`config.mk`:
```
export PLATFORM = sky130hd
export DESIGN_NAME = phy_rx_sync_ctrl
export DESIGN_NICKNAME = d
export VERILOG_FILES = /design/src/rtl/phy_rx_sync_ctrl.sv
export SDC_FILE = /design/constraint.sdc
export NUM_CORES = 1
export LEC_CHECK = 0
export CORE_MARGIN = 4
export CORE_UTILIZATION = 30
export CTS_BUF_LIST = sky130_fd_sc_hd__clkbuf_4 sky130_fd_sc_hd__clkbuf_8
export CTS_CLUSTER_SIZE = 28
export DETAILED_ROUTE_END_ITERATION = 8
export PLACE_DENSITY = 0.58
export SLEW_MARGIN = 10
export SYNTH_ARGS = -nofsm -noshare
export SYNTH_HDL_FRONTEND = slang
export SYNTH_SLANG_ARGS = --single-unit
```
`constraint.sdc`:
```
create_clock -name clk_32f -period 1.89 [get_ports clk_32f]
set_clock_uncertainty 0.1 [all_clocks]
set_input_delay 0.2835 -clock clk_32f [delete_from_list [all_inputs] [get_ports clk_32f]]
set_output_delay 0.2835 -clock clk_32f [all_outputs]
set_load 0.01 [all_outputs]
```
`src/rtl/phy_rx_sync_ctrl.sv`:
```
// Serial receive synchroniser: finds the comma at bit granularity, confirms
// byte alignment over SYNC_COUNT consecutive commas, then delivers data bytes
// round-robin across four lanes. Idle and comma bytes are never delivered.
module phy_rx_sync_ctrl #(
  parameter logic [7:0]  COMMA      = 8'hBC,
  parameter logic [7:0]  IDLE       = 8'h7C,
  parameter int unsigned SYNC_COUNT = 4
) (
  input  logic       clk_32f,
  input  logic       default_values,
  input  logic       data_in,
  output logic       active,
  output logic [7:0] byte_out,
  output logic       byte_valid,
  output logic [1:0] lane_id,
  output logic [1:0] state_out
);

  typedef enum logic [1:0] {
    SEARCH = 2'd0,
    LOCK   = 2'd1,
    ACTIVE = 2'd2
  } state_e;

  localparam logic [3:0] SYNC_LAST = 4'(SYNC_COUNT);

  state_e     state_q;
  logic [7:0] sr_q;
  logic [2:0] bit_cnt_q;
  logic [3:0] bc_cnt_q;
  logic [1:0] ptr_q;
  logic       active_q;
  logic       byte_valid_q;
  logic [7:0] byte_out_q;
  logic [1:0] lane_id_q;

  logic [7:0] sr_d;
  logic       boundary;
  logic [3:0] bc_cnt_inc;

  // Next shift-register value and byte-boundary decode
  always_comb begin
    sr_d       = {sr_q[6:0], data_in};
    boundary   = (bit_cnt_q == 3'd7);
    bc_cnt_inc = bc_cnt_q + 4'd1;
  end

  // Alignment FSM with registered outputs
  always_ff @(posedge clk_32f or negedge default_values) begin
    if (!default_values) begin
      state_q      <= SEARCH;
      sr_q         <= '0;
      bit_cnt_q    <= '0;
      bc_cnt_q     <= '0;
      ptr_q        <= '0;
      active_q     <= 1'b0;
      byte_valid_q <= 1'b0;
      byte_out_q   <= '0;
      lane_id_q    <= '0;
    end else begin
      sr_q         <= sr_d;
      byte_valid_q <= 1'b0;
      case (state_q)
        SEARCH: begin
          bit_cnt_q <= '0;
          if (sr_d == COMMA) begin
            bc_cnt_q <= 4'd1;
            // A single required comma makes the first detection final.
            if (SYNC_COUNT == 1) begin
              state_q  <= ACTIVE;
              active_q <= 1'b1;
              ptr_q    <= '0;
            end else begin
              state_q <= LOCK;
            end
          end
        end
        LOCK: begin
          bit_cnt_q <= bit_cnt_q + 3'd1;
          if (boundary) begin
            if (sr_d == COMMA) begin
              bc_cnt_q <= bc_cnt_inc;
              if (bc_cnt_inc == SYNC_LAST) begin
                state_q  <= ACTIVE;
                active_q <= 1'b1;
                ptr_q    <= '0;
              end
            end else begin
              state_q  <= SEARCH;
              bc_cnt_q <= '0;
            end
          end
        end
        ACTIVE: begin
          bit_cnt_q <= bit_cnt_q + 3'd1;
          if (boundary) begin
            if (sr_d == COMMA) begin
              ptr_q <= '0;
            end else if (sr_d != IDLE) begin
              byte_out_q   <= sr_d;
              lane_id_q    <= ptr_q;
              byte_valid_q <= 1'b1;
              ptr_q        <= ptr_q + 2'd1;
            end
          end
        end
        default: begin
          state_q <= SEARCH;
        end
      endcase
    end
  end

  assign active     = active_q;
  assign byte_out   = byte_out_q;
  assign byte_valid = byte_valid_q;
  assign lane_id    = lane_id_q;
  assign state_out  = state_q;

endmodule

```
## Word-level counts from Yosys, hierarchy flattened

Index checks and enable logic that the tools add are counted.

- Add/sub/neg operators: 3
- Eq/ne operators: 13
- Muxes and demuxes: 21
- Bitwise logic cells: 2
- Reductions and logical operators: 10

Operator list:

| cell | number |
|---|---|
| $mux W2 | 10 |
| $mux W4 | 3 |
| $reduce_and A4 Y1 | 3 |
| $ne A2 B2 Y1 const B | 5 |
| $eq A8 B8 Y1 const B | 1 |
| $ne A8 B7 Y1 const B | 1 |
| $pmux W4 S2 | 1 |
| $ne A3 B3 Y1 const B | 2 |
| $pmux W2 S3 | 1 |
| $pmux W3 S2 | 1 |
| $reduce_and A6 Y1 | 1 |
| $reduce_bool A2 Y1 | 3 |
| $add A4 B1 Y4 const B | 1 |
| $eq A4 B3 Y1 const B | 1 |
| $mux W1 | 4 |
| $pmux W2 S2 | 1 |
| $add A3 B1 Y3 const B | 1 |
| $eq A3 B3 Y1 const B | 1 |
| $reduce_and A3 Y1 | 1 |
| $add A2 B1 Y2 const B | 1 |
| $eq A2 B1 Y1 const B | 1 |
| $eq A2 B2 Y1 const B | 1 |
| $logic_not A2 Y1 | 1 |
| $not A1 Y1 | 2 |
| $reduce_or A2 Y1 | 1 |

- Flip-flop bits (word level): 30
- Bits of input ports: 3
- Output and inout bits: 14
- Logic and storage cells: 58

## Longest topological paths before layout

Gate-level depths: netlist of the first run.

- Depth after elaboration: 6
- Gate-level depth with buffers: 7
- Gate-level depth less buffers: 6

## Worst setup path after synthesis of the first run

OpenSTA, ideal clock, no wires.

- Path type: register to register
- From: register state_q[0] (netlist: state_out[0])
- To: register byte_out_q[0] (netlist: byte_out[0])
- Setup time: 125 ps
- Arrival: 1641 ps
- Required time: 1665 ps
- Setup slack: 24 ps
- Stages on the path, launching flop included: 7
- Buffers on the path: 1
- Clock period less this slack: 1866 ps
- Path through: dfrtp_1 inv_1 ha_1 nand2_1 a31oi_1 buf_2 mux2_2

- Cells in the longest elaborated chain, start to end: 2

Ends and longest elaborated chain:

| item | line | source |
|---|---|---|
| start: declaration | 27 | `state_e state_q;` |
| start signal: assignment | 51 | `state_q <= SEARCH;` |
| start signal: assignment | 70 | `state_q <= ACTIVE;` |
| start signal: assignment | 74 | `state_q <= LOCK;` |
| $eq A2 B2 Y1 | 63 | `case (state_q)` |
| $reduce_and A4 Y1 (no source line) | -- |  |
| end signal: assignment | 100 | `byte_out_q <= sr_d;` |
| end: declaration | 34 | `logic [7:0] byte_out_q;` |

No other way between the ends.
A chain may end at the register's enable or synchronous reset.

## Worst setup path in the final report of the first run

- From: register sr_q[5]
- To: register bc_cnt_q[3]

- Cells in the longest elaborated chain, start to end: 4
- Elaborated cells on any way between the ends: 6
- Classes of those cells: eq/ne: 2; mux: 3; reduce/logical: 1

Ends and longest elaborated chain:

| item | line | source |
|---|---|---|
| start: declaration | 28 | `logic [7:0] sr_q;` |
| start signal: assignment | 61 | `sr_q <= sr_d;` |
| $eq A8 B8 Y1 * | 66, 81 |  |
| $mux W4 | 81 | `if (sr_d == COMMA) begin` |
| $mux W4 | 80 | `if (boundary) begin` |
| $pmux W4 S2 | 63 |  |
| end signal: assignment | 82 | `bc_cnt_q <= bc_cnt_inc;` |
| end: declaration | 30 | `logic [3:0] bc_cnt_q;` |

Mark *: on every way between the ends. The rest lies on a longest branch, timed or not. The select of a mux whose other input is x is not followed.

==> results of run 1 <==
==> kinds of logic after synthesis <==
logic type | after synthesis | synth area share, %
AOI/OAI and AO/OA | 31 | 16.4
muxes | 11 | 8.36
DFF | 30 | 51.2
adders and majority gates | 8 | 6.83
xor gates and xnor gates | 1 | 0.597
and+or+nand+nor | 32 | 13.1
buffers and inverters | 11 | 3.50
==> final timing paths <==
| check | start | end | slack [ns] | cells after the start |
|---|---|---|---|---|
| max in group asynchronous | default_values | bc_cnt_q[0] | 1.11 | 2 |
| setup / recovery | sr_q[5] | bc_cnt_q[3] | 0.05 | 5 |
| hold / removal | data_in | sr_q[0] | 0.24 | 1 |
| hold reg to reg | sr_q[4] | sr_q[5] | 0.32 | 0 |
| setup reg to reg | sr_q[5] | bc_cnt_q[3] | 0.05 | 5 |
| min in group asynchronous | default_values | byte_out[0] | 0.28 | 2 |
==> worst max-delay path: cells and delay by family, from the launching register on <==
family                 cells  cell delay (ns)
buffers and inverters      1             0.16
AND/OR/NAND/NOR            1             0.52
flip-flops                 1             0.39
AO/OA/AOI/OAI              3             0.56
==> layer usage <==
metal,up-vias,share of wire (%),wire (um)
met5,-,0,0
met4,0,1.6,55
met3,7,4.0,137
met2,28,48,1660
met1,563,46,1590
li1,538,-,-
==> sequential cells by signal (all words and copies together) (netlist names) <==
register    cells
active          1
sr_q            7
state_out       2
bc_cnt_q        4
ptr_q           2
byte_out        8
byte_valid      1
bit_cnt_q       3
lane_id         2
==> through the flow <==
stage               cells  TNS [ns]  util (%)  setup slack [ns]
global route          232   -0.0997      42.0           -0.0203
global placement      223     -2.12      38.9            -0.271
floorplan             124         0         -            0.0239
detailed placement    223     -2.79      38.9            -0.328
finish                232         0      42.0            0.0496
CTS                   231         0      40.8            0.0232
==> layout make-up <==
class / instances / area share, %
clock buffers: 6 / 4.16
clock inverters: 2 / 0.630
inverters: 7 / 1.32
multi-input cells: 83 / 35.8
flip-flops and latches: 30 / 37.9
well taps: 67 / 4.22
repair buffers: 37 / 16.0
==> placed cells by master, fill, tap and decap left out, types with 2 or more instances in the layout <==
cell	count
nand4_1	4
o21ai_0	2
nor2_1	4
ha_2	3
and3_1	3
ha_1	5
clkdlybuf4s50_1	15
o31ai_1	2
a21o_1	2
a211o_1	2
nand2_1	10
o21ai_4	2
dfrtp_1	29
clkbuf_8	6
o22ai_1	2
a31oi_1	2
buf_4	19
inv_1	7
mux2_2	10
nor3_2	2
a21oi_1	3
==> power groups by stage <==
stage	registers (mW)	clock network (mW)	logic, mW
global route	0.687	0.589	0.327
global placement	0.694	0	0.260
CTS	0.684	0.552	0.282
finish	0.684	0.539	0.303
floorplan	0.705	0	0.137
detailed placement	0.696	0	0.280
==> timing repair <==
item / in CTS / in global routing
cloned: 0 / 1
setup endpoints to repair: 2 / 14
endpoints found under the hold margin: 0 / 0
pin swaps: 0 / 6
hold buffers: 0 / 0
gates resized for setup: 1 / 11
==> flow_summary.toml, run 1 <==
[run_status]
run_status = "finished, final reports clean"

[synthesis]
ys_seq_area_share_pct = 51.2
mappedNetlistArea_um2 = 1470
synth_top_area_cell = "dfrtp_1"
synth_top_area_share_pct = 51.2
postSynth.asyncResetShare_pct = 100
synth-edff-count = 0
ys_ff_latch = 30
synth_cells = 124
syn_area_per_cell_um2 = 11.8
ys_top_cells_by_area = "dfrtp_1 51%, mux2_2 7.7%, ha_1 6.8%"
synth_cell_types = 45
synth_common_cells = "30 x dfrtp_1, 10 x mux2_2, 10 x nand2_1"
synth.most_common_cell = "dfrtp_1"
synthFlopType = "dfrtp_1"
ys_warn_count = 0
synth_nets = 135

[sta]
worst_slew_pin_slew_ns = 0.482
finalHoldViolations = 0
hold_ws_ns = 0.245
slew_headroom_pct = 67.7
fmax_mhz = 543
slew_violations = 0
period_minus_slack_ns = 1.84
period_share_pct = 97.4
finalSetupViolations = 0

[placed_design]
place_area_um2 = 1840
portBuffers = 16
gp_congestion = 0.799
place_hpwl_um = 2380

[layout]
drive_gt1_share_pct = 30.9
area_growth_pct = 35.4
multiInputGateArea_um2 = 711
nFillCells = 451
final_cell_area_um2 = 1990
antenna_cells = 0
regArea_um2 = 752
layout.nets = 175

[cts]
path_clk_slew_ns = 0.07
cts_root_buffer = "clkbuf_8"
cts_max_level = 2
clock_path_buffers = 2
cts.sinks = 30
clk_latency_ns = 0.29
postCtsSetupRepairBufs = 0
cts_tree = "done"
numCtsBuffers = 5

[setup_path]
path_common_cell = "o21ai_4"
arrival_ns = 1.91
max_stage_delay_ns = 0.52
critPathSlowestCell = "or4b_4"
crit_type = "flip-flop to flip-flop"
worstSetupStartpointType = "flip-flop"
required_ns = 1.96
cp-end-kind = "flip-flop"
worstPathCellList = "or4b_4 -> buf_6 -> o21ai_4 -> o21ai_4 -> a211o_1"
cp_max_fo = 6

[pwr]
intPower_mw = 1.08
power_frac_comb_pct = 19.9
power.total_mw = 1.53
switchingPower_mw = 0.443
p_per_area_nw_per_um2 = 769
power.share.sequential_pct = 44.8
p_leak_nw = 0.897
pwr-share-clk_pct = 35.3
ir_drop_v = 0.000509
p_sw_share_pct = 29.0

[drt]
drc = 0
num_vias = 1136
drt_iter0_drc = 51
ant_nets = 0
routed_wl_um = 3440
wl_per_cell_um = 14.8
dr.pass1.iters = 5
via_per_inst = 4.90

[global_routing]
grt_max_degree = 31
grt_use_met3_pct = 4.29
top_usage_layer = "met2"
grt_pass1_wl_um = 5550
use_met2_pct = 18.4
antenna_found_initial = 0
grt_use_met1_pct = 15.1
grt-ovfl-total = 0
grt_pass1_vias = 1162
grtUsageTotal_pct = 11.8

[floorplanning]
start_util_pct = 31.0
die_h_um = 77.9
ios = 17
die_area_um2 = 6070
fp.coreArea_um2 = 4720
die_w_um = 77.9
row_count = 25

[flow_run]
drv_cap = 0

[hold_path]
hp-class = "primary input to flip-flop"
No activity file was read; power rests on OpenSTA's default activity.
==> run 2, diff against run 1 <==
Settings changed: CORE_ASPECT_RATIO set to 0.75.
==> run 2 against run 1 <==
  * Total power is 3.2% higher
  * Via count is 1.7% lower
  * Routed wire length is 6.9% lower
  * Register-to-register slack better by 0.03 ns
  * Global-route usage is 0.44 points higher
  * Sequential share of layout area is 0.17 points higher
  * Non-clock buffer count is 2 higher
  * Clock power is 13% higher
  * Combinational power is 11% lower
  * Critical path depth stayed put
  * Worst setup slack better by 0.034 ns
  * Utilization is 0.95 points higher
  * Largest power group unchanged
  * Highest routed layer unchanged
==> flow_summary.toml, run 2 (same netlist as run 1, synthesis figures left out) <==
[run_status]
run_status = "finished, final reports clean"

[sta]
hold_ws_ns = 0.284
period_minus_slack_ns = 1.81
finalSetupViolations = 0
layout_setup_ws_ns = 0.0835
fmax_mhz = 554
period_share_pct = 95.6
slew_headroom_pct = 74.9
finalHoldViolations = 0
worst_slew_pin_slew_ns = 0.376
rsz0062_at_grt = "true"
setup_tns_ns = 0
slew_violations = 0

[placed_design]
gp_congestion = 0.840
place_ws_ns = -0.267
place_hpwl_um = 2280
portBuffers = 16

[setup_path]
arrival_ns = 1.92
cp-end-kind = "flip-flop"
required_ns = 2.00
worstSetupStartpointType = "flip-flop"
critPathSlowestCell = "or4b_4"
cp_max_fo = 5
crit_type = "flip-flop to flip-flop"
max_stage_delay_ns = 0.57
worstPathCellList = "or4b_4 -> buf_6 -> a2111oi_2 -> o21ai_1 -> o21bai_1"
crit_family = "simple AND/OR/NAND/NOR gates"
crit_buf_inv = 1

[global_routing]
top_usage_layer = "met2"
grt_pass1_vias = 1149
grtUsageTotal_pct = 12.2
grt_use_met1_pct = 16.4
grt_max_degree = 31
use_met2_pct = 17.8
grt_use_met3_pct = 4.99
grt_pass1_wl_um = 5490
grt-ovfl-total = 0
antenna_found_initial = 0

[layout]
antenna_cells = 0
layout.nets = 177
largest_reg_flops = 8
nFillCells = 426
finalCoreUtilization_pct = 43.0
drive_gt1_share_pct = 29.3
layout_common_cells = "29 x dfrtp_1, 22 x buf_4, 16 x clkdlybuf4s50_1, 10 x nand2_1, 10 x mux2_2"
final_common_cell = "dfrtp_1"
area_growth_pct = 34.8

[drt]
wl_per_cell_um = 14.3
dr.pass1.iters = 4
routed_wl_um = 3210
drt_iter0_drc = 38
drc = 0
via_per_inst = 4.99
num_vias = 1117
ant_nets = 0

[floorplanning]
row_count = 21
die_h_um = 68.6
ios = 17
die_area_um2 = 6080
die_w_um = 88.7
fp.coreArea_um2 = 4600
start_util_pct = 31.9

[cts]
path_clk_slew_ns = 0.06
clock_path_buffers = 2
hold_buffers = 0
cts_max_level = 2
cts.sinks = 30
cts_tree = "done"
cts_root_buffer = "clkbuf_8"
numCtsBuffers = 5
clk_latency_ns = 0.29

[pwr]
switchingPower_mw = 0.424
ir_drop_v = 0.000496
p_leak_nw = 0.945
power.share.sequential_pct = 44.2
p_per_area_nw_per_um2 = 797
power.total_mw = 1.58
power_frac_comb_pct = 17.1
pwr-share-clk_pct = 38.6
intPower_mw = 1.15
p_sw_share_pct = 26.9

[flow_run]
drv_cap = 0

[hold_path]
hp-class = "primary input to asynchronous set/reset pin"
==> run 2: worst paths after layout <==
kind / from / to / slack, ns / depth (start not counted)
worst max-delay path: sr_q[5] / state_out[0] / 0.08 / 5
worst min-delay path: default_values / lane_id[0] / 0.28 / 2
worst max register to register: sr_q[5] / state_out[0] / 0.08 / 5
worst min register to register: sr_q[2] / sr_q[3] / 0.31 / 0
max in group asynchronous: default_values / bc_cnt_q[0] / 1.11 / 2
min in group clk_32f: sr_q[2] / sr_q[3] / 0.31 / 0
==> run 2: per-stage QoR <==
step                instance area [um^2]  std cells
floorplan                           1470        124
global placement                    1820        213
detailed placement                  1820        213
CTS                                 1930        221
global route                        1980        224
finish                              1980        224
==> run 2: power groups by stage <==
stage                     logic (mW)  registers [mW]  clock network [mW]
after floorplan                0.137           0.705                   0
after global placement         0.258           0.703                   0
after detailed placement       0.264           0.706                   0
after CTS                      0.264           0.696               0.621
after global routing           0.299           0.701               0.661
final                          0.270           0.697               0.609
==> run 2: layout make-up <==
cell class / count / area (um^2) / area share (%)
repair buffers: 39 / 337 / 17.0
well taps: 57 / 71.3 / 3.61
flip-flops and latches: 30 / 752 / 38.0
inverters: 7 / 26.3 / 1.33
clock buffers: 8 / 110 / 5.57
multi-input cells: 83 / 681 / 34.4
==> run 2: timing repair <==
action / in CTS / in global routing
resized for setup: 0 / 5
endpoints found under the setup margin: 0 / 6
buffers inserted: 0 / 3
==> run 2: per-layer routing <==
metal  up-vias  wire, um  share of wire [%]
met5         -         0                  0
met4         0        57                1.8
met3         7       158                4.9
met2        20      1380                 43
met1       545      1610                 50
li1        545         -                  -
==> run 3, diff against run 2 <==
Settings changed: PLACE_DENSITY 0.58 to 0.56.
Clock period 1.89 ns to 2.02 ns, I/O delays scaled along.
==> run 3 against run 2 <==
  * Register-to-register slack improved by 0.04 ns
  * Via count down 2.2%
  * Design area is 4.8% lower
  * Die area did not move
  * Total power fell by 12%
  * Combinational power is 15% lower
  * Largest power group unchanged
  * Highest routed layer unchanged
==> flow_summary.toml, run 3 (same netlist as run 1, synthesis figures left out) <==
[drt]
dr.pass1.iters = 4
routed_wl_um = 3140
drc = 0
wl_per_cell_um = 14.5
drt_iter0_drc = 61
num_vias = 1092
via_per_inst = 5.06
ant_nets = 0

[pwr]
ir_drop_v = 0.000342
power.share.sequential_pct = 47.0
power_frac_comb_pct = 16.5
switchingPower_mw = 0.383
p_sw_share_pct = 27.7
pwr-share-clk_pct = 36.5
intPower_mw = 1.00
p_per_area_nw_per_um2 = 737
p_leak_nw = 0.869

[cts]
cts.sinks = 30
postCtsSetupRepairBufs = 0
numCtsBuffers = 5
cts_root_buffer = "clkbuf_8"
hold_buffers = 0
cts_tree = "done"
clk_latency_ns = 0.28
cts_resized = 0
clock_path_buffers = 2
cts_max_level = 2
path_clk_slew_ns = 0.06

[placed_design]
gp_congestion = 0.816
place_hpwl_um = 2290
portBuffers = 16
place_ws_ns = -0.170

[hold_path]
hp-class = "primary input to asynchronous set/reset pin"

[layout]
largest_reg_flops = 8
finalCoreUtilization_pct = 40.9
antenna_cells = 0
area_growth_pct = 28.3
nFillCells = 431
final_common_cell = "dfrtp_1"
layout.nets = 169
layout_common_cells = "29 x dfrtp_1, 16 x clkdlybuf4s50_1, 15 x buf_4, 10 x nand2_1, 10 x mux2_2"
drive_gt1_share_pct = 25.2

[sta]
layout_setup_ws_ns = 0.0984
worst_slew_pin_slew_ns = 0.467
fmax_mhz = 520
hold_ws_ns = 0.302
finalHoldViolations = 0
slew_violations = 0
period_share_pct = 95.1
rsz0062_at_grt = "false"
period_minus_slack_ns = 1.92
slew_headroom_pct = 68.5
finalSetupViolations = 0

[floorplanning]
ios = 17
die_h_um = 68.6
start_util_pct = 31.9
row_count = 21
die_w_um = 88.7
die_area_um2 = 6080
fp.coreArea_um2 = 4600

[flow_run]
drv_cap = 0

[global_routing]
grt_pass1_wl_um = 5510
grtUsageTotal_pct = 12.3
antenna_found_initial = 0
grt_pass1_vias = 1132
grt_max_degree = 31
grt-ovfl-total = 0

[setup_path]
rrSetupSlack_ns = 0.12
startpoint = "data_in"
crit_type = "primary input to flip-flop"
worstSetupStartpointType = "primary input"
r2r_start = "sr_q[5]"
cp-end-kind = "flip-flop"
required_ns = 2.08
endpoint = "ptr_q[0]"
cp_max_fo = 4
rr_worst_depth = 5
arrival_ns = 1.98
reg2reg_to = "ptr_q[0]"

[run_status]
run_status = "finished, final reports clean"
-- run 3: how the worst min path moves through the flow --
stage                        start    endpoint  slack, ns  cells after the start
floorplan           default_values      active      -0.09                      0
global placement           sr_q[1]     sr_q[2]       0.29                      0
detailed placement         sr_q[1]     sr_q[2]       0.31                      0
CTS                 default_values  byte_valid       0.32                      2
global route        default_values  byte_valid       0.34                      2
finish              default_values     sr_q[3]       0.30                      2
-- run 3: per-stage QoR --
| stage | instance area, um^2 | instances | power [mW] | setup TNS, ns |
|---|---|---|---|---|
| final | 1880 | 216 | 1.39 | 0 |
| after global routing | 1880 | 216 | 1.47 | 0 |
| after CTS | 1880 | 216 | 1.40 | 0 |
| after detailed placement | 1790 | 208 | 0.889 | -1.07 |
| after global placement | 1790 | 208 | 0.879 | -0.785 |
| after floorplan | 1470 | 124 | 0.788 | 0 |
-- run 3: area by class of cell --
type                            instances  area, um^2  area share (%)
Inverter                                7        26.3            1.40
Sequential cell                        30         752            40.0
Clock buffer                            7        90.1            4.79
Timing Repair Buffer                   31         273            14.5
Tap cell                               57        71.3            3.79
Multi-Input combinational cell         83         664            35.3
Clock inverter                          1        5.00           0.266
-- run 3: power by group through the flow --
stage | logic (mW) | registers, mW | clock network, mW
after floorplan | 0.129 | 0.660 | 0
after global placement | 0.221 | 0.659 | 0
after detailed placement | 0.226 | 0.662 | 0
after CTS | 0.229 | 0.652 | 0.521
after global routing | 0.258 | 0.656 | 0.561
final | 0.229 | 0.651 | 0.506
-- run 3: per-layer routing --
| layer | wire, um | GRT usage, % | vias to the layer above | share of wire, % |
|---|---|---|---|---|
| met5 | 0 | 0 | - | 0 |
| met4 | 29 | 4.15 | 0 | 0.92 |
| met1 | 1600 | 16.4 | 540 | 51 |
| met3 | 127 | 5.11 | 4 | 4.0 |
| li1 | - | - | 528 | - |
| met2 | 1380 | 17.9 | 20 | 44 |
-- run 3: worst max-delay path: stages --
cell             delay (ns)
clkdlybuf4s50_1        0.42
or4b_1                 0.57
buf_4                  0.20
nor3_2                 0.19
and3_1                 0.23
o22ai_1                0.07
